<file path="config.mk">
export PLATFORM = sky130hd
export DESIGN_NAME = uart_rx
export DESIGN_NICKNAME = d
export VERILOG_FILES = /design/src/rtl/uart_rx.sv
export SDC_FILE = /design/constraint.sdc
export NUM_CORES = 1
export LEC_CHECK = 0
export CAP_MARGIN = 20
export CORE_MARGIN = 8
export CORE_UTILIZATION = 30
export DETAILED_ROUTE_END_ITERATION = 12
export DONT_BUFFER_PORTS = 1
export PLACE_DENSITY = 0.41
export SYNTH_ARGS = -nofsm -noshare
export SYNTH_HDL_FRONTEND = slang
export SYNTH_SLANG_ARGS = --single-unit
export TNS_END_PERCENT = 100
</file>
<file path="constraint.sdc">
create_clock -name clk -period 3.8 [get_ports clk]
set_input_delay 0.38 -clock clk [delete_from_list [all_inputs] [get_ports clk]]
set_output_delay 0.38 -clock clk [all_outputs]
set_load 0.02 [all_outputs]
</file>
<file path="src/rtl/uart_rx.sv">
// 8N1 UART receiver: two-flop synchroniser, centre-sampling FSM, LSB-first byte
// assembly, one-cycle valid / framing_error strobes.
module uart_rx #(
  parameter int BAUD_TICKS = 10
) (
  input  logic       clk,
  input  logic       rst,
  input  logic       rx,
  output logic [7:0] data_out,
  output logic       valid,
  output logic       framing_error,
  output logic       busy
);

  localparam int CW   = $clog2(BAUD_TICKS + 1);
  localparam int HALF = BAUD_TICKS / 2;
  // The detection cycle in IDLE counts as the first half-bit tick, so the
  // start sample lands exactly HALF cycles after rx_s is first seen low.
  localparam logic [CW-1:0] HALF_LD = CW'(HALF - 1);
  localparam logic [CW-1:0] BAUD_LD = CW'(BAUD_TICKS);

  typedef enum logic [2:0] {
    S_IDLE,
    S_START,
    S_DATA,
    S_STOP,
    S_BREAK
  } state_t;

  state_t          state_q, state_d;
  logic            sync1_q, sync1_d;
  logic            rx_s_q, rx_s_d;
  logic [CW-1:0]   cnt_q, cnt_d;
  logic [2:0]      idx_q, idx_d;
  logic [7:0]      shreg_q, shreg_d;
  logic [7:0]      data_q, data_d;
  logic            valid_q, valid_d;
  logic            ferr_q, ferr_d;
  logic            busy_q, busy_d;
  logic            sample;

  assign sample = (cnt_q == '0);

  always_comb begin
    sync1_d = rx;
    rx_s_d  = sync1_q;
    state_d = state_q;
    cnt_d   = cnt_q;
    idx_d   = idx_q;
    shreg_d = shreg_q;
    data_d  = data_q;
    valid_d = 1'b0;
    ferr_d  = 1'b0;

    case (state_q)
      S_IDLE: begin
        if (!rx_s_q) begin
          cnt_d   = HALF_LD;
          state_d = S_START;
        end
      end
      S_START: begin
        if (sample) begin
          if (rx_s_q) begin
            state_d = S_IDLE;
          end else begin
            cnt_d   = BAUD_LD;
            idx_d   = 3'd0;
            state_d = S_DATA;
          end
        end else begin
          cnt_d = cnt_q - CW'(1);
        end
      end
      S_DATA: begin
        if (sample) begin
          shreg_d = {rx_s_q, shreg_q[7:1]};
          cnt_d   = BAUD_LD;
          idx_d   = idx_q + 3'd1;
          if (idx_q == 3'd7) state_d = S_STOP;
        end else begin
          cnt_d = cnt_q - CW'(1);
        end
      end
      S_STOP: begin
        if (sample) begin
          cnt_d = BAUD_LD;
          if (rx_s_q) begin
            data_d  = shreg_q;
            valid_d = 1'b1;
            state_d = S_IDLE;
          end else begin
            ferr_d  = 1'b1;
            state_d = S_BREAK;
          end
        end else begin
          cnt_d = cnt_q - CW'(1);
        end
      end
      S_BREAK: begin
        // A line stuck low must go high before a new frame can start.
        if (rx_s_q) state_d = S_IDLE;
      end
      default: state_d = S_IDLE;
    endcase

    busy_d = (state_d != S_IDLE);
  end

  always_ff @(posedge clk or posedge rst) begin
    if (rst) begin
      sync1_q <= 1'b1;
      rx_s_q  <= 1'b1;
      state_q <= S_IDLE;
      cnt_q   <= '0;
      idx_q   <= 3'd0;
      shreg_q <= 8'h00;
      data_q  <= 8'h00;
      valid_q <= 1'b0;
      ferr_q  <= 1'b0;
      busy_q  <= 1'b0;
    end else begin
      sync1_q <= sync1_d;
      rx_s_q  <= rx_s_d;
      state_q <= state_d;
      cnt_q   <= cnt_d;
      idx_q   <= idx_d;
      shreg_q <= shreg_d;
      data_q  <= data_d;
      valid_q <= valid_d;
      ferr_q  <= ferr_d;
      busy_q  <= busy_d;
    end
  end

  assign data_out      = data_q;
  assign valid         = valid_q;
  assign framing_error = ferr_q;
  assign busy          = busy_q;

endmodule

</file>
== Word level (Yosys, flattened, before mapping) ==
Cells that the tools add are included.

* Register bits after elaboration: 31
* Input bits: 3
* Output and inout port bits: 11
* Word-level logic and storage cells: 56

* Add/sub/neg operators: 2
* Equality and inequality tests: 10
* Mux-type cells: 24
* Reductions and logical operators: 10

{| class="wikitable"
|+ Operators with widths
! kind !! count
|-
| 3-bit two-way mux || 10
|-
| 4-bit two-way mux || 4
|-
| 3-bit case mux with 5 select lines || 1
|-
| 4-bit case mux with 3 select lines || 1
|-
| 2-bit != test (second input constant) || 4
|-
| 3-bit by 2-bit equality test with 1-bit output (second input constant) || 2
|-
| 3-bit equality test (second input constant) || 2
|-
| 1-bit two-way mux || 6
|-
| 3-bit case mux with 2 select lines || 1
|-
| 3-bit AND reduction || 2
|-
| 3-bit nonzero test || 2
|-
| 4-bit logical NOT || 1
|-
| 4-bit AND reduction || 1
|-
| 4-bit by 1-bit subtractor with 4-bit output (second input constant) || 1
|-
| 3-bit by 1-bit adder with 3-bit output (second input constant) || 1
|-
| 3-bit by 1-bit equality test with 1-bit output (second input constant) || 1
|-
| 3-bit logical NOT || 1
|-
| 3-bit != test (second input constant) || 1
|-
| 2-bit two-way mux || 1
|-
| 2-bit AND reduction || 1
|-
| 2-bit nonzero test || 1
|-
| 2-bit OR reduction || 1
|}

== Longest topological paths before layout ==
Gate-level depths: netlist (run 1).

* Depth in word-level cells: 5
* Mapped depth: 7
* Mapped depth without buffers: 6

== Least setup slack after synthesis (run 1) ==
OpenSTA, ideal clock, no wires.

* Path kind: flip-flop to flip-flop
* From: register cnt_q[0]
* To: register idx_q[0]
* Library setup time: 125 ps
* Arrival: 1741 ps
* Required time: 3675 ps
* Slack: 1935 ps
* Stages on the path, launching flop included: 7
* Buffers on the path: 0
* Clock period less this slack: 1865 ps
* Cells stage by stage: dfrtp_1 inv_1 ha_1 or3b_4 or4_4 o211ai_2 o21ai_1

* Longest elaborated chain between the ends: 3
* Elaborated cells on any way between the ends: 4
* Classes of those cells: eq/ne (2); reduce/logical (2)

{| class="wikitable"
|+ Ends and longest elaborated chain
! what !! line !! source
|-
| start, declared || 33 || <nowiki>logic [CW-1:0] cnt_q, cnt_d;</nowiki>
|-
| start signal, assigned || 126 || <nowiki>cnt_q <= cnt_d;</nowiki>
|-
| 4-bit logical NOT (*) || 42 || <nowiki>assign sample = (cnt_q == '0);</nowiki>
|-
| 2-bit != test (no line) || - ||
|-
| 4-bit AND reduction (no line) (*) || - ||
|-
| end signal, assigned || 127 || <nowiki>idx_q <= idx_d;</nowiki>
|-
| end, declared || 34 || <nowiki>logic [2:0] idx_q, idx_d;</nowiki>
|}

Mark *: on every way between the ends. The rest lies on a longest branch, timed or not.
A chain may end at the register's enable or synchronous reset.

== Worst setup path after layout (run 1) ==
* From: register cnt_q[0]
* To: register shreg_q[1]

* Longest elaborated chain between the ends: 2

{| class="wikitable"
|+ Ends and longest elaborated chain
! what !! line !! source
|-
| 4-bit logical NOT || 42 ||
|-
| 2-bit AND reduction (no line) || - ||
|-
| end signal, assigned || 128 || <nowiki>shreg_q <= shreg_d;</nowiki>
|-
| end, declared || 35 || <nowiki>logic [7:0] shreg_q, shreg_d;</nowiki>
|}

No other way between the ends.

==> impl_results.html, run 1 <==
<table>
<tr><th>Metric</th><th>Value</th></tr>
<tr><th colspan="2">Setup path</th></tr>
<tr><td>Reg2reg path depth</td><td>5</td></tr>
<tr><td>Worst Setup End Kind</td><td>flip-flop</td></tr>
<tr><td>Reg-to-reg setup timing slack</td><td>1640 ps</td></tr>
<tr><td>Highest-delay cell along the critical path</td><td>or4b_1</td></tr>
<tr><td>Worst reg2reg startpoint</td><td>cnt_q[0]</td></tr>
<tr><td>Endpoint required time on the critical path</td><td>3960 ps</td></tr>
<tr><td>Critical path peak fanout</td><td>10</td></tr>
<tr><td>Crit path DAT</td><td>2320 ps</td></tr>
<tr><td>Setup Crit Path Kind</td><td>flip-flop to flip-flop</td></tr>
<tr><td>Setup crit start kind</td><td>flip-flop</td></tr>
<tr><td>Reg-to-Reg End</td><td>shreg_q[1]</td></tr>
<tr><td>Worst stage delay on the critical path</td><td>790 ps</td></tr>
<tr><td>Worst path cell trace</td><td>inv_1, ha_1, nand2_2, or4b_1, mux2_4</td></tr>
<tr><td>Worst setup startpoint</td><td>cnt_q[0]</td></tr>
<tr><th colspan="2">Clock tree</th></tr>
<tr><td>Gates resized, CTS repair</td><td>0</td></tr>
<tr><td>Clock root buffer</td><td>clkbuf_8</td></tr>
<tr><td>Clock Pin Slew Worst Setup and Hold Paths</td><td>60 ps</td></tr>
<tr><td>Number of H-tree levels</td><td>2</td></tr>
<tr><td>Source-to-sink clock delay at the later pin of the worst-skew pair</td><td>270 ps</td></tr>
<tr><td>Number of clock buffers inserted by TritonCTS</td><td>5</td></tr>
<tr><td>Post-CTS setup repair buffer count</td><td>0</td></tr>
<tr><td>Hold Buf Count CTS</td><td>0</td></tr>
<tr><td>Clock tree from TritonCTS</td><td>done</td></tr>
<tr><td>Clk sink count</td><td>31</td></tr>
<tr><td>CTS Buffer Depth</td><td>2</td></tr>
<tr><th colspan="2">Routing</th></tr>
<tr><td>Ratio of routed vias to standard cells</td><td>4.97</td></tr>
<tr><td>Post-DR wirelength/cell</td><td>14.5 um</td></tr>
<tr><td>Routed vias</td><td>845</td></tr>
<tr><td>Drt first-iter violations</td><td>28</td></tr>
<tr><td>Detailed Route WL</td><td>2.47 mm</td></tr>
<tr><td>Remaining antenna violation count after routing</td><td>0</td></tr>
<tr><td>Count of TritonRoute iterations in the first routing pass</td><td>3</td></tr>
<tr><td>DRC Markers</td><td>0</td></tr>
<tr><th colspan="2">Global route</th></tr>
<tr><td>Largest net degree at the start of global routing</td><td>32</td></tr>
<tr><td>All-Layer GR Usage</td><td>0.0755</td></tr>
<tr><td>Antenna violations before repair</td><td>0</td></tr>
<tr><td>Via count of the first global-routing pass</td><td>863</td></tr>
<tr><td>Global-route wire length before repair</td><td>approximately 4.2 mm</td></tr>
<tr><td>Total gr overflow</td><td>0</td></tr>
<tr><th colspan="2">STA</th></tr>
<tr><td>Maximum achievable frequency</td><td>462 MHz</td></tr>
<tr><td>Worst setup skew after layout</td><td>3.89 ps</td></tr>
<tr><td>Total count of max-transition violations in the final report</td><td>0</td></tr>
<tr><td>Unrepaired setup endpoints after global routing</td><td>false</td></tr>
<tr><td>Crit share post-route</td><td>0.569</td></tr>
<tr><td>Slew headroom</td><td>0.643</td></tr>
<tr><td>Summed negative setup slack over all endpoints</td><td>0 ps</td></tr>
<tr><td>Transition time of the tightest slew-check pin</td><td>~540 ps</td></tr>
<tr><td>Hold violation count in the final report</td><td>0</td></tr>
<tr><td>Final setup violation count</td><td>0</td></tr>
<tr><td>Fin crit period</td><td>2160 ps</td></tr>
<tr><th colspan="2">Synth</th></tr>
<tr><td>Number of storage elements in the synthesis netlist</td><td>31</td></tr>
<tr><td>Xor/xnor share of the synthesized area</td><td>0</td></tr>
<tr><td>Number of distinct library cells after synthesis</td><td>33</td></tr>
<tr><td>Dominant cell type by area after synthesis</td><td>dfrtp_1</td></tr>
<tr><td>Multiplexer fraction of the synthesized cell area</td><td>0.171</td></tr>
<tr><td>Post-synthesis simple-gate area fraction</td><td>0.147</td></tr>
<tr><td>Biggest area contributors in the synthesized netlist</td><td>dfrtp_1, mux2_4, mux2_1</td></tr>
<tr><td>Sequential fraction of the synthesis area</td><td>0.553</td></tr>
<tr><td>Dominant combinational cell family by area after synthesis</td><td>multiplexers</td></tr>
<tr><td>Syn Nets</td><td>118</td></tr>
<tr><td>Synth warnings</td><td>0</td></tr>
<tr><td>Arithmetic-cell share of the synthesized area counting full adders, half adders and majority gates</td><td>0.0267</td></tr>
<tr><td>Total standard cell area after synthesis</td><td>1410 um^2</td></tr>
<tr><td>Complex-gate fraction of the synthesized area</td><td>0.0730</td></tr>
<tr><td>Gate Count Post-Synth</td><td>around 110</td></tr>
<tr><td>Share of the synthesized area in the top cell type</td><td>0.516</td></tr>
<tr><td>Mean Syn Cell Area</td><td>12.6 um^2</td></tr>
<tr><th colspan="2">Worst hold path</th></tr>
<tr><td>Class of the tightest hold or removal check</td><td>input pin to asynchronous set/reset pin</td></tr>
<tr><th colspan="2">Floorplan</th></tr>
<tr><td>Initial standard-cell utilization of the core</td><td>0.304</td></tr>
<tr><td>Number of top-level pins</td><td>14</td></tr>
<tr><td>Number of rows created at floorplan</td><td>25</td></tr>
<tr><td>Height of the chip</td><td>84.5 um</td></tr>
<tr><td>Core box area</td><td>between 4000 and 5000 um^2</td></tr>
<tr><td>Die area</td><td>7130 um^2</td></tr>
<tr><td>Die width</td><td>between 80 and 90 um</td></tr>
<tr><th colspan="2">Run status</th></tr>
<tr><td>Outcome</td><td>completed</td></tr>
<tr><th colspan="2">Power and ir drop</th></tr>
<tr><td>Power density relative to cell area</td><td>727 nW/um^2</td></tr>
<tr><td>Static power due to leakage</td><td>0.738 nW</td></tr>
<tr><td>Maximum vdd ir drop</td><td>about 0.3 mV</td></tr>
<tr><th colspan="2">Placement</th></tr>
<tr><td>Standard cell area after detailed placement</td><td>roughly 1500 um^2</td></tr>
<tr><td>Estimated wirelength of the detail-placed design</td><td>1.73 mm</td></tr>
<tr><td>Routability congestion estimate from global placement</td><td>just under 0.8</td></tr>
<tr><td>Total of buffers placed on input and output ports</td><td>0</td></tr>
<tr><th colspan="2">Cells and area</th></tr>
<tr><td>Net count of the finished layout</td><td>between 100 and 150</td></tr>
<tr><td>Fraction of layout cells with a size suffix above 1</td><td>0.216</td></tr>
<tr><td>Diode count</td><td>0</td></tr>
<tr><td>Area added between synthesis and finish</td><td>9.96%</td></tr>
<tr><td>Final cell area excluding filler cells</td><td>1550 um^2</td></tr>
<tr><th colspan="2">Job</th></tr>
<tr><td>Max cap viols</td><td>0</td></tr>
</table>
cell type report:
type                    count  area [um^2]
inverters                   5         18.8
clock buffers               6         82.6
clock inverters             1         5.00
repair buffers              1         7.51
multi-input cells          72          587
flip-flops and latches     31          778
well taps                  54         67.6
fillers                   482         3080
critical path: cells and delay by family (launching register included):
family        cells  cell delay (ps)
simple gates      2              890
mux               1              390
fa+ha+maj         1              270
buf+inv           1               70
flops             1              410
worst max path at each step:
stage | to | slack [ps] | cells after the start
2_1_floorplan | idx_q[0] | 1930 | 6
3_3_place_gp | shreg_q[0] | 1670 | 5
3_5_place_dp | shreg_q[6] | 1630 | 5
4_1_cts | shreg_q[6] | 1620 | 5
5_1_grt | shreg_q[1] | 1510 | 5
6_report | shreg_q[1] | 1640 | 5
logic make-up (layout without fill, tap and decap cells):
group / after synthesis / in the layout
simple gates: 34 / 34
buf+inv: 9 / 13
fa+ha+maj: 3 / 3
mux: 19 / 19
flops: 31 / 31
compound gates: 16 / 16
through the flow:
step           std cells  worst slack, ps  total power [mW]  utilization  hold slack (ps)
4_1_cts              170             1620              1.15        0.334             78.3
6_report             170             1640              1.12        0.334             69.3
5_1_grt              170             1510              1.21        0.334             81.6
3_5_place_dp         163             1630             0.888        0.315              349
3_3_place_gp         163             1670             0.879        0.315              345
2_1_floorplan        112             1930             0.811            -              345
Yosys cell counts:
library cell	count
a21oi_1	5
a31oi_1	1
buf_6	1
clkbuf_1	3
dfrtp_1	29
dfstp_2	2
ha_1	3
inv_1	4
inv_2	1
mux2_1	8
mux2_4	8
mux2i_1	3
nand2_1	7
nand2_2	1
nand2b_1	1
nand3_1	3
nand3_2	1
nor2_1	8
nor2b_1	2
nor3_1	3
nor4_1	1
nor4_4	1
nor4b_1	1
nor4bb_1	1
o211ai_2	1
o21ai_0	1
o21ai_1	5
o2bb2ai_1	1
o32a_1	2
or3_1	1
or3b_4	1
or4_4	1
or4b_1	1
state kept, by name (all words and copies together), names as in the netlist:
register,flops
rx_s_q,1
state_q,3
rx_s_d,1
data_out,8
cnt_q,4
shreg_q,8
framing_error,1
busy,1
idx_q,3
valid,1
metal layers:
metal  up-vias  GRT usage  part of all wire
met5         -          0                 0
met4         0     0.0340             0.016
met3         5     0.0351             0.051
met2        12      0.120              0.47
met1       418     0.0840              0.47
li1        410          -                 -
placed cells by master (no fill, tap or decap), types with 2 or more instances in the layout:
cell | synthesis | routed
o32a_1 | 2 | 2
o21ai_1 | 5 | 5
clkbuf_8 | 0 | 6
dfstp_2 | 2 | 2
a21oi_1 | 5 | 5
nor3_1 | 3 | 3
nand2_1 | 7 | 7
mux2i_1 | 3 | 3
ha_1 | 3 | 3
nor2_1 | 8 | 8
dfrtp_1 | 29 | 29
nor2b_1 | 2 | 2
nand3_1 | 3 | 3
mux2_4 | 8 | 8
mux2_1 | 8 | 8
inv_1 | 4 | 4
report_power, final:
part           total (mW)  internal, mW  switching, mW
clock network       0.253         0.142          0.111
logic               0.322         0.168          0.154
registers           0.550         0.418          0.132
No activity file was read; power rests on OpenSTA's default activity.
==> inputs of run 2 (changes only) <==
==> constraint.sdc (replaced) <==
create_clock -name clk -period 2.1 [get_ports clk]
set_input_delay 0.21 -clock clk [delete_from_list [all_inputs] [get_ports clk]]
set_output_delay 0.21 -clock clk [all_outputs]
set_load 0.02 [all_outputs]
==> run 2 against run 1 <==
  * Register-to-register slack lost 1500 ps
  * Non-clock buffer count grew 6
  * First-iteration DRC count shrank 43%
  * Die area is the same
  * Clock power grew 140%
  * Setup slack lost 1500 ps
  * Clock skew grew 0.76 ps
  * Sequential power grew 75%
  * Wire length grew 5.5%
  * Via count grew 4.9%
  * Maximum frequency grew 9.3%
  * Critical path type unchanged
  * Largest power group unchanged
  * Highest routed layer unchanged
==> impl_results.html, run 2 (same netlist as run 1, synthesis figures left out) <==
<table>
<tr><th>Metric</th><th>Value</th></tr>
<tr><th colspan="2">Run status</th></tr>
<tr><td>Outcome</td><td>completed</td></tr>
<tr><th colspan="2">Cells and area</th></tr>
<tr><td>Most common cell after layout, fill and taps aside</td><td>dfrtp_1</td></tr>
<tr><td>Fraction of layout cells with a size suffix above 1</td><td>0.252</td></tr>
<tr><td>Final cell area excluding filler cells</td><td>1630 um^2</td></tr>
<tr><td>Area added between synthesis and finish</td><td>15.8%</td></tr>
<tr><td>Net count of the finished layout</td><td>128</td></tr>
<tr><td>End-of-flow core utilization</td><td>0.352</td></tr>
<tr><td>Most frequent cells in the layout</td><td>dfrtp_1, mux2_1, nor2_1, mux2_4, nand2_1</td></tr>
<tr><td>Diode count</td><td>0</td></tr>
<tr><th colspan="2">Clock tree</th></tr>
<tr><td>Number of H-tree levels</td><td>2</td></tr>
<tr><td>Clock root buffer</td><td>clkbuf_8</td></tr>
<tr><td>Number of clock buffers inserted by TritonCTS</td><td>5</td></tr>
<tr><td>Clock Pin Slew Worst Setup and Hold Paths</td><td>70 ps</td></tr>
<tr><td>Source-to-sink clock delay at the later pin of the worst-skew pair</td><td>280 ps</td></tr>
<tr><td>Clk sink count</td><td>31</td></tr>
<tr><td>Clock tree from TritonCTS</td><td>done</td></tr>
<tr><td>CTS Buffer Depth</td><td>2</td></tr>
<tr><th colspan="2">Worst hold path</th></tr>
<tr><td>Endpoint with the worst hold slack</td><td>rx_s_q</td></tr>
<tr><td>Hold path depth</td><td>0</td></tr>
<tr><td>Class of the tightest hold or removal check</td><td>flip-flop to flip-flop</td></tr>
<tr><td>Hold Crit Start</td><td>rx_s_d</td></tr>
<tr><th colspan="2">STA</th></tr>
<tr><td>Unrepaired setup endpoints after global routing</td><td>false</td></tr>
<tr><td>WHS</td><td>roughly 360 ps</td></tr>
<tr><td>Slew headroom</td><td>0.709</td></tr>
<tr><td>Setup ws final</td><td>122 ps</td></tr>
<tr><td>Crit share post-route</td><td>0.942</td></tr>
<tr><td>Fin crit period</td><td>1980 ps</td></tr>
<tr><td>Worst setup skew after layout</td><td>between 4 and 5 ps</td></tr>
<tr><td>Hold violation count in the final report</td><td>0</td></tr>
<tr><td>Summed negative setup slack over all endpoints</td><td>0 ps</td></tr>
<tr><td>Maximum achievable frequency</td><td>506 MHz</td></tr>
<tr><td>Transition time of the tightest slew-check pin</td><td>436 ps</td></tr>
<tr><td>Total count of max-transition violations in the final report</td><td>0</td></tr>
<tr><td>Final setup violation count</td><td>0</td></tr>
<tr><th colspan="2">Setup path</th></tr>
<tr><td>Worst path bufs/invs</td><td>2</td></tr>
<tr><td>Reg2reg path depth</td><td>6</td></tr>
<tr><td>Cell class contributing the biggest share of worst-path delay</td><td>simple AND/OR/NAND/NOR gates</td></tr>
<tr><td>Setup crit start kind</td><td>flip-flop</td></tr>
<tr><td>Crit path DAT</td><td>2140 ps</td></tr>
<tr><td>Worst path cell trace</td><td>inv_1, ha_2, nand2_2, or4b_1, buf_4, mux2_4</td></tr>
<tr><td>Endpoint required time on the critical path</td><td>approximately 2300 ps</td></tr>
<tr><td>Critical path peak fanout</td><td>10</td></tr>
<tr><td>Setup Crit Path Kind</td><td>flip-flop to flip-flop</td></tr>
<tr><td>Worst Setup End Kind</td><td>flip-flop</td></tr>
<tr><td>Worst setup startpoint</td><td>cnt_q[1]</td></tr>
<tr><td>Worst stage delay on the critical path</td><td>roughly 500 ps</td></tr>
<tr><td>Reg-to-Reg End</td><td>shreg_q[1]</td></tr>
<tr><td>Worst reg2reg startpoint</td><td>cnt_q[1]</td></tr>
<tr><td>Reg-to-reg setup timing slack</td><td>between 100 and 150 ps</td></tr>
<tr><td>Highest-delay cell along the critical path</td><td>or4b_1</td></tr>
<tr><th colspan="2">Routing</th></tr>
<tr><td>Drt first-iter violations</td><td>16</td></tr>
<tr><td>DRC Markers</td><td>0</td></tr>
<tr><td>Ratio of routed vias to standard cells</td><td>5.01</td></tr>
<tr><td>Count of TritonRoute iterations in the first routing pass</td><td>4</td></tr>
<tr><td>Routed vias</td><td>886</td></tr>
<tr><td>Post-DR wirelength/cell</td><td>about 15 um</td></tr>
<tr><td>Remaining antenna violation count after routing</td><td>0</td></tr>
<tr><td>Detailed Route WL</td><td>2.60 mm</td></tr>
<tr><th colspan="2">Global route</th></tr>
<tr><td>Largest net degree at the start of global routing</td><td>32</td></tr>
<tr><td>Global-route wire length before repair</td><td>4.57 mm</td></tr>
<tr><td>Via count of the first global-routing pass</td><td>between 900 and 1000</td></tr>
<tr><td>Antenna violations before repair</td><td>0</td></tr>
<tr><td>Total gr overflow</td><td>0</td></tr>
<tr><td>All-Layer GR Usage</td><td>0.0825</td></tr>
<tr><th colspan="2">Floorplan</th></tr>
<tr><td>Initial standard-cell utilization of the core</td><td>0.304</td></tr>
<tr><td>Core box area</td><td>between 4000 and 5000 um^2</td></tr>
<tr><td>Die width</td><td>between 80 and 90 um</td></tr>
<tr><td>Die area</td><td>7130 um^2</td></tr>
<tr><td>Number of rows created at floorplan</td><td>25</td></tr>
<tr><td>Number of top-level pins</td><td>14</td></tr>
<tr><td>Height of the chip</td><td>84.5 um</td></tr>
<tr><th colspan="2">Power and ir drop</th></tr>
<tr><td>Maximum vdd ir drop</td><td>approximately 0.53 mV</td></tr>
<tr><td>Power density relative to cell area</td><td>1370 nW/um^2</td></tr>
<tr><td>Static power due to leakage</td><td>0.780 nW</td></tr>
<tr><th colspan="2">Job</th></tr>
<tr><td>Max cap viols</td><td>0</td></tr>
<tr><th colspan="2">Placement</th></tr>
<tr><td>Pre-CTS setup slack</td><td>81.4 ps</td></tr>
<tr><td>Total of buffers placed on input and output ports</td><td>0</td></tr>
<tr><td>Routability congestion estimate from global placement</td><td>about 0.75</td></tr>
<tr><td>Standard cell area after detailed placement</td><td>1490 um^2</td></tr>
<tr><td>Estimated wirelength of the detail-placed design</td><td>1.80 mm</td></tr>
</table>
==> run 2: stage by stage <==
stage	total power [mW]	std cells
6_report	2.23	177
3_3_place_gp	1.62	167
3_5_place_dp	1.63	167
5_1_grt	2.40	177
4_1_cts	2.25	177
2_1_floorplan	1.47	112
==> run 2: timing repair <==
action | in CTS | in global routing
gates resized for setup | 0 | 1
hold buffers | 2 | 0
endpoints found under the hold margin | 30 | 0
setup endpoints to repair | 0 | 9
setup buffers | 0 | 0
==> run 2: worst max-delay path by stage <==
stage | endpoint | cells after the start
after floorplan | idx_q[0] | 6
after global placement | shreg_q[0] | 6
after global routing | idx_q[0] | 6
final | shreg_q[1] | 6
after detailed placement | shreg_q[6] | 6
after CTS | shreg_q[6] | 6
==> run 2: final cells by class <==
cell class,count,area (um^2)
fillers,483,3000
flip-flops and latches,31,778
multi-input cells,72,589
clock buffers,6,82.6
well taps,54,67.6
repair buffers,7,57.6
clock inverters,2,35.0
inverters,5,18.8
==> run 2: power by group <==
group	total [mW]	leakage (nW)	internal [mW]	switching [mW]
registers	0.965	0.406	0.757	0.208
logic	0.659	0.312	0.336	0.323
clock network	0.607	0.0612	0.384	0.224
total	2.23	0.780	1.48	0.755
==> run 2: metal layers <==
layer,routed length [um],vias to the layer above,GRT usage
met3,165,6,0.0341
met5,0,-,0
met2,1260,20,0.133
li1,-,418,-
met4,51,0,0.0469
met1,1130,442,0.0898
==> patch 1: new RTL, flow settings as in run 2 <==
Add an input register stage for `rx`, with the module's reset; this delays it by one clock.
--- a/src/rtl/uart_rx.sv
+++ b/src/rtl/uart_rx.sv
@@ -28,4 +28,14 @@
   } state_t;
 
+  logic rx_q;
+
+  always_ff @(posedge clk or posedge rst) begin
+    if (rst) begin
+      rx_q <= '0;
+    end else begin
+      rx_q <= rx;
+    end
+  end
+
   state_t          state_q, state_d;
   logic            sync1_q, sync1_d;
@@ -43,5 +53,5 @@
 
   always_comb begin
-    sync1_d = rx;
+    sync1_d = rx_q;
     rx_s_d  = sync1_q;
     state_d = state_q;
Check against the original RTL: not equivalent (Yosys sat finds a counterexample within 4 cycles, from zero or initial values and one cycle with rst high).
==> patch 1 against run 2 <==
Sequential cell count grew 1; total power down 16%; area after synthesis decreased by 0.27%; critical path depth unchanged; first-iteration DRC count grew to 5.4 times the old value; worst setup slack got worse by 0.015 ns; sequential share of layout area rose by 1.3 points; critical endpoint is now shreg_q[7]; global-route usage about the same; clock power down 20%; routed wire length is 1.5% higher; cell area increased by 0.38%.
==> patch 1: results (changes against run 2) <==
[synthesis]
synth_cell_count_leaders = dfrtp_1 (30), mux2_2 (16), inv_1 (8)  ; was dfrtp_1 (29), mux2_1 (8), mux2_4 (8), nor2_1 (8), nand2_1 (7)
synthDistinctLibCells = 38  ; was 33
synth.net_count = 116  ; was 118
yosys_most_used_dff = dfrtp_1  ; unchanged
synth_area_leaders = dfrtp_1 (54%), mux2_2 (13%), dfstp_2 (3.7%)  ; was dfrtp_1 (52%), mux2_4 (8.5%), mux2_1 (6.4%)
synthCells = 110  ; was 112
synth_sequential_area_ratio = 0.5727  ; was 0.5534
synth_warnings = 0  ; unchanged
synth.top_cell.area_share = 0.5352  ; was 0.5160
async_reset_ff_frac = 1.000  ; unchanged

[grt]
antenna_violations_before_repair = 0  ; unchanged
globalRouteTotalUtil = 0.08281  ; was 0.08246
grt_first_pass_wirelength_um = 4636  ; was 4574 um
grt_pass1_vias = 945  ; was 956
pin_count_of_the_biggest_net_entering_global_routing = 33  ; was 32

[cts]
cts_post_setup_buffers_inserted = 0  ; unchanged
cts-htree-levels = 2  ; unchanged
tritoncts.num_buffers = 5  ; unchanged
skew_pair_late_insertion_delay_ns = 0.28  ; about the same
root_buffer = clkbuf_8  ; unchanged
max-clock-path-buffers = 2  ; unchanged
path_clk_slew_ns = 0.06

[critical_path]
crit_arrival_ns = 2.16  ; was 2.14 ns
critical_path_peak_fanout = 5  ; was 10

[placed_design]
post-dp-hpwl_um = 1818  ; was 1798 um
port-buffer-count = 0  ; unchanged
post_placement_worst_setup_slack_ns = 0.08042  ; was 0.08136 ns
post-place-cells = 169  ; was 167
routabilityCongestion = 0.8142  ; was 0.7514

[cells_and_area]
layout.nets = 130  ; was 128
layout-drive-gt1-share = 0.3120  ; was 0.2520
n_fill_cell = 473  ; was 483
antenna_cells_inserted = 0  ; unchanged

[sta]
worst_pin_slew_ns = 0.4284  ; was 0.4356 ns
skew_ns = 0.003950  ; was 0.004651 ns

[run_status]
outcome = completed  ; unchanged

[route]
drt-pass1-iter-count = 4  ; unchanged
violation_count_after_the_first_detailed_routing_iteration = 87  ; was 16
via_count = 884  ; was 886
wl_per_cell_um = 14.75  ; was 14.71 um
via_per_inst = 4.939  ; was 5.006

[pwr]
vdd.ir_drop.worst_mv = 0.6505  ; was 0.5329 mV
power_leakage_nw = 0.7459  ; was 0.7795 nW
p_sw_mw = 0.6131  ; was 0.7551 mW

[min_path]
worst_hold_path_type = flip-flop to flip-flop  ; unchanged

-- patch 1: cell types whose count changed in the layout (fill, tap and decap cells not counted), moves of 5 or more --
cell     change
mux2_1       -8
mux2_2      +16
mux2_4       -8
nand2_1      -6
o21ai_0      +5
o21ai_1      -5
-- patch 1: through the flow --
| stage | power, mW | instance area [um2] | util |
|---|---|---|---|
| 2_1_floorplan | 1.217 | 1403 | - |
| 3_3_place_gp | 1.395 | 1511 | 0.3265 |
| 3_5_place_dp | 1.394 | 1511 | 0.3265 |
| 4_1_cts | 1.905 | 1625 | 0.3511 |
| 5_1_grt | 2.023 | 1635 | 0.3532 |
| 6_report | 1.877 | 1635 | 0.3532 |
-- patch 1: final cells by class --
cell class | instances | area (um2) | share of cell area
sequential | 32 | 803.3 | 0.4912
clock buffer | 7 | 86.33 | 0.05279
timing repair buffer | 11 | 91.34 | 0.05585
tap | 54 | 67.56 | 0.04132
clock inverter | 1 | 7.507 | 0.004591
inverter | 8 | 30.03 | 0.01836
multi-input combinational | 66 | 549.3 | 0.3359
-- patch 1: power groups by stage --
stage / clock, mW / sequential, mW / combinational (mW)
detailed placement: 0 / 0.875 / 0.519
floorplan: 0 / 0.832 / 0.385
global placement: 0 / 0.873 / 0.522
finish: 0.483 / 0.863 / 0.531
CTS: 0.515 / 0.864 / 0.527
global route: 0.540 / 0.884 / 0.599
-- patch 1: final timing paths --
| kind | from | endpoint | slack, ns | cells past startpoint |
|---|---|---|---|---|
| hold / removal | rx_s_d | rx_s_q | 0.36 | 0 |
| hold reg to reg | rx_s_d | rx_s_q | 0.36 | 0 |
| setup / recovery | cnt_q[1] | shreg_q[7] | 0.11 | 6 |
| min in group asynchronous | rst | state_q[0] | 0.45 | 3 |
| setup reg to reg | cnt_q[1] | shreg_q[7] | 0.11 | 6 |
| max in group asynchronous | rst | rx_s_q | 1.33 | 3 |
-- patch 1: critical path, stage by stage, from the launching register on --
cell	delay, ns
dfrtp_1	0.40
inv_1	0.08
ha_1	0.16
or4b_4	0.52
nor3b_4	0.23
buf_4	0.17
mux2_2	0.32
-- patch 1: cell families after synthesis --
group / count (synthesis) / share of synthesized area
fa+ha+maj: 3 / 0.02676
compound gates: 22 / 0.1026
mux: 17 / 0.1356
buf+inv: 12 / 0.04015
flops: 32 / 0.5727
simple gates: 24 / 0.1222
-- patch 1: what timing repair did --
item,CTS,global route
endpoints found under the setup margin,0,6
hold buffers,2,0
hold endpoints to repair,31,0
gates resized for setup,0,2
-- patch 1: layer usage --
layer	up-vias	share of wire	track usage
met5	-	0	0
met4	0	0.013	0.03883
met3	4	0.051	0.03610
met2	16	0.48	0.1189
met1	437	0.46	0.1035
li1	427	-	-
==> patch 2: new RTL, settings of run 2 <==
Without the edit above. Set the parameter `BAUD_TICKS` to 11 (it was 10).
--- a/src/rtl/uart_rx.sv
+++ b/src/rtl/uart_rx.sv
@@ -2,5 +2,5 @@
 // assembly, one-cycle valid / framing_error strobes.
 module uart_rx #(
-  parameter int BAUD_TICKS = 10
+  parameter int BAUD_TICKS = 11
 ) (
   input  logic       clk,
Formal check against the unedited RTL: no difference found for any inputs over 10 cycles, from zero or initial values and one cycle with rst high; that may be too few to reach the edited logic, so the function may still have changed.
==> patch 2 against run 2 <==
Routed wire length increased by 7.9%; cell area increased by 1.5%; non-clock buffer count unchanged; final cell count increased by 0.56%; sequential cell count unchanged; worst setup slack improved by 0.14 ns; total power decreased by 9.0%; area after synthesis increased by 3.6%; highest routed layer unchanged.
==> patch 2: results (changes against run 2) <==
[run_status]
outcome = completed  ; unchanged

[pwr]
clock_net_power_mw = 0.523  ; was 0.607 mW
power-per-cell-area_nw_per_um2 = 1227  ; was 1370 nW/um2
sequential_logic_power_mw = 0.906  ; was 0.965 mW
vdd.ir_drop.worst_mv = 0.5208  ; was 0.5329 mV
p_sw_mw = 0.7058  ; was 0.7551 mW

[critical_path]
endpoint = data_out[1]  ; was shreg_q[1]
crit-reg2reg-launch = cnt_q[0]  ; was cnt_q[1]
crit_arrival_ns = 2.00  ; was 2.14 ns
cpMaxStageDelayCell = dfrtp_1  ; was or4b_1

[cells_and_area]
n_fill_cell = 464  ; was 483
stdcell_count = 178  ; was 177
layout.nets = 129  ; was 128
layout-drive-gt1-share = 0.2661  ; was 0.2520

[sta]
relSlewSlack = 0.7485  ; was 0.7085
hold_ws_ns = 0.3579  ; was 0.3573 ns
skew_ns = 0.005733  ; was 0.004651 ns
setup_ws_ns = 0.2626  ; was 0.1218 ns

[synthesis]
synthCells = 115  ; was 112
synth-adder-area-share = 0.02577  ; was 0.02669
synth_area_leaders = dfrtp_1 (50%), mux2_4 (9.3%), mux2_1 (6.2%)  ; was dfrtp_1 (52%), mux2_4 (8.5%), mux2_1 (6.4%)
synth_cell_count_leaders = dfrtp_1 (29), mux2_4 (9), mux2_1 (8)  ; was dfrtp_1 (29), mux2_1 (8), mux2_4 (8), nor2_1 (8), nand2_1 (7)
synth_compound_gate_area_share = 0.08419  ; was 0.07295

[grt]
pin_count_of_the_biggest_net_entering_global_routing = 17  ; was 32
grt_pass1_vias = 917  ; was 956

[placed_design]
post-dp-hpwl_um = 1966  ; was 1798 um
post_dp_cell_area_um2 = 1530  ; was 1489 um2
post-place-cells = 168  ; was 167
routabilityCongestion = 0.7615  ; was 0.7514

[route]
via_count = 882  ; was 886
drt_wl_total_um = 2809  ; was 2603 um
violation_count_after_the_first_detailed_routing_iteration = 24  ; was 16

patch 2: cell families (layout without fill, tap and decap cells):
group / Yosys count / in the layout
and+or+nand+nor: 34 / 34
DFF: 31 / 31
muxes: 19 / 19
AOI/OAI and AO/OA: 18 / 18
buffers and inverters: 10 / 19
adders and majority gates: 3 / 3
patch 2: routing by layer:
metal,track usage,wire (um),vias up
met2,0.1298,1329,9
met3,0.02961,104,4
met4,0.04777,43,0
li1,-,-,427
met1,0.1021,1332,442
met5,0,0,-
patch 2: final cells by class:
| cell class | instances | area, um2 | area share |
|---|---|---|---|
| clock buffers | 7 | 96.34 | 0.05824 |
| well taps | 54 | 67.56 | 0.04085 |
| repair buffers | 7 | 57.56 | 0.03480 |
| clock inverters | 1 | 7.507 | 0.004539 |
| multi-input cells | 74 | 631.9 | 0.3820 |
| flip-flops and latches | 31 | 778.2 | 0.4705 |
| inverters | 4 | 15.01 | 0.009077 |
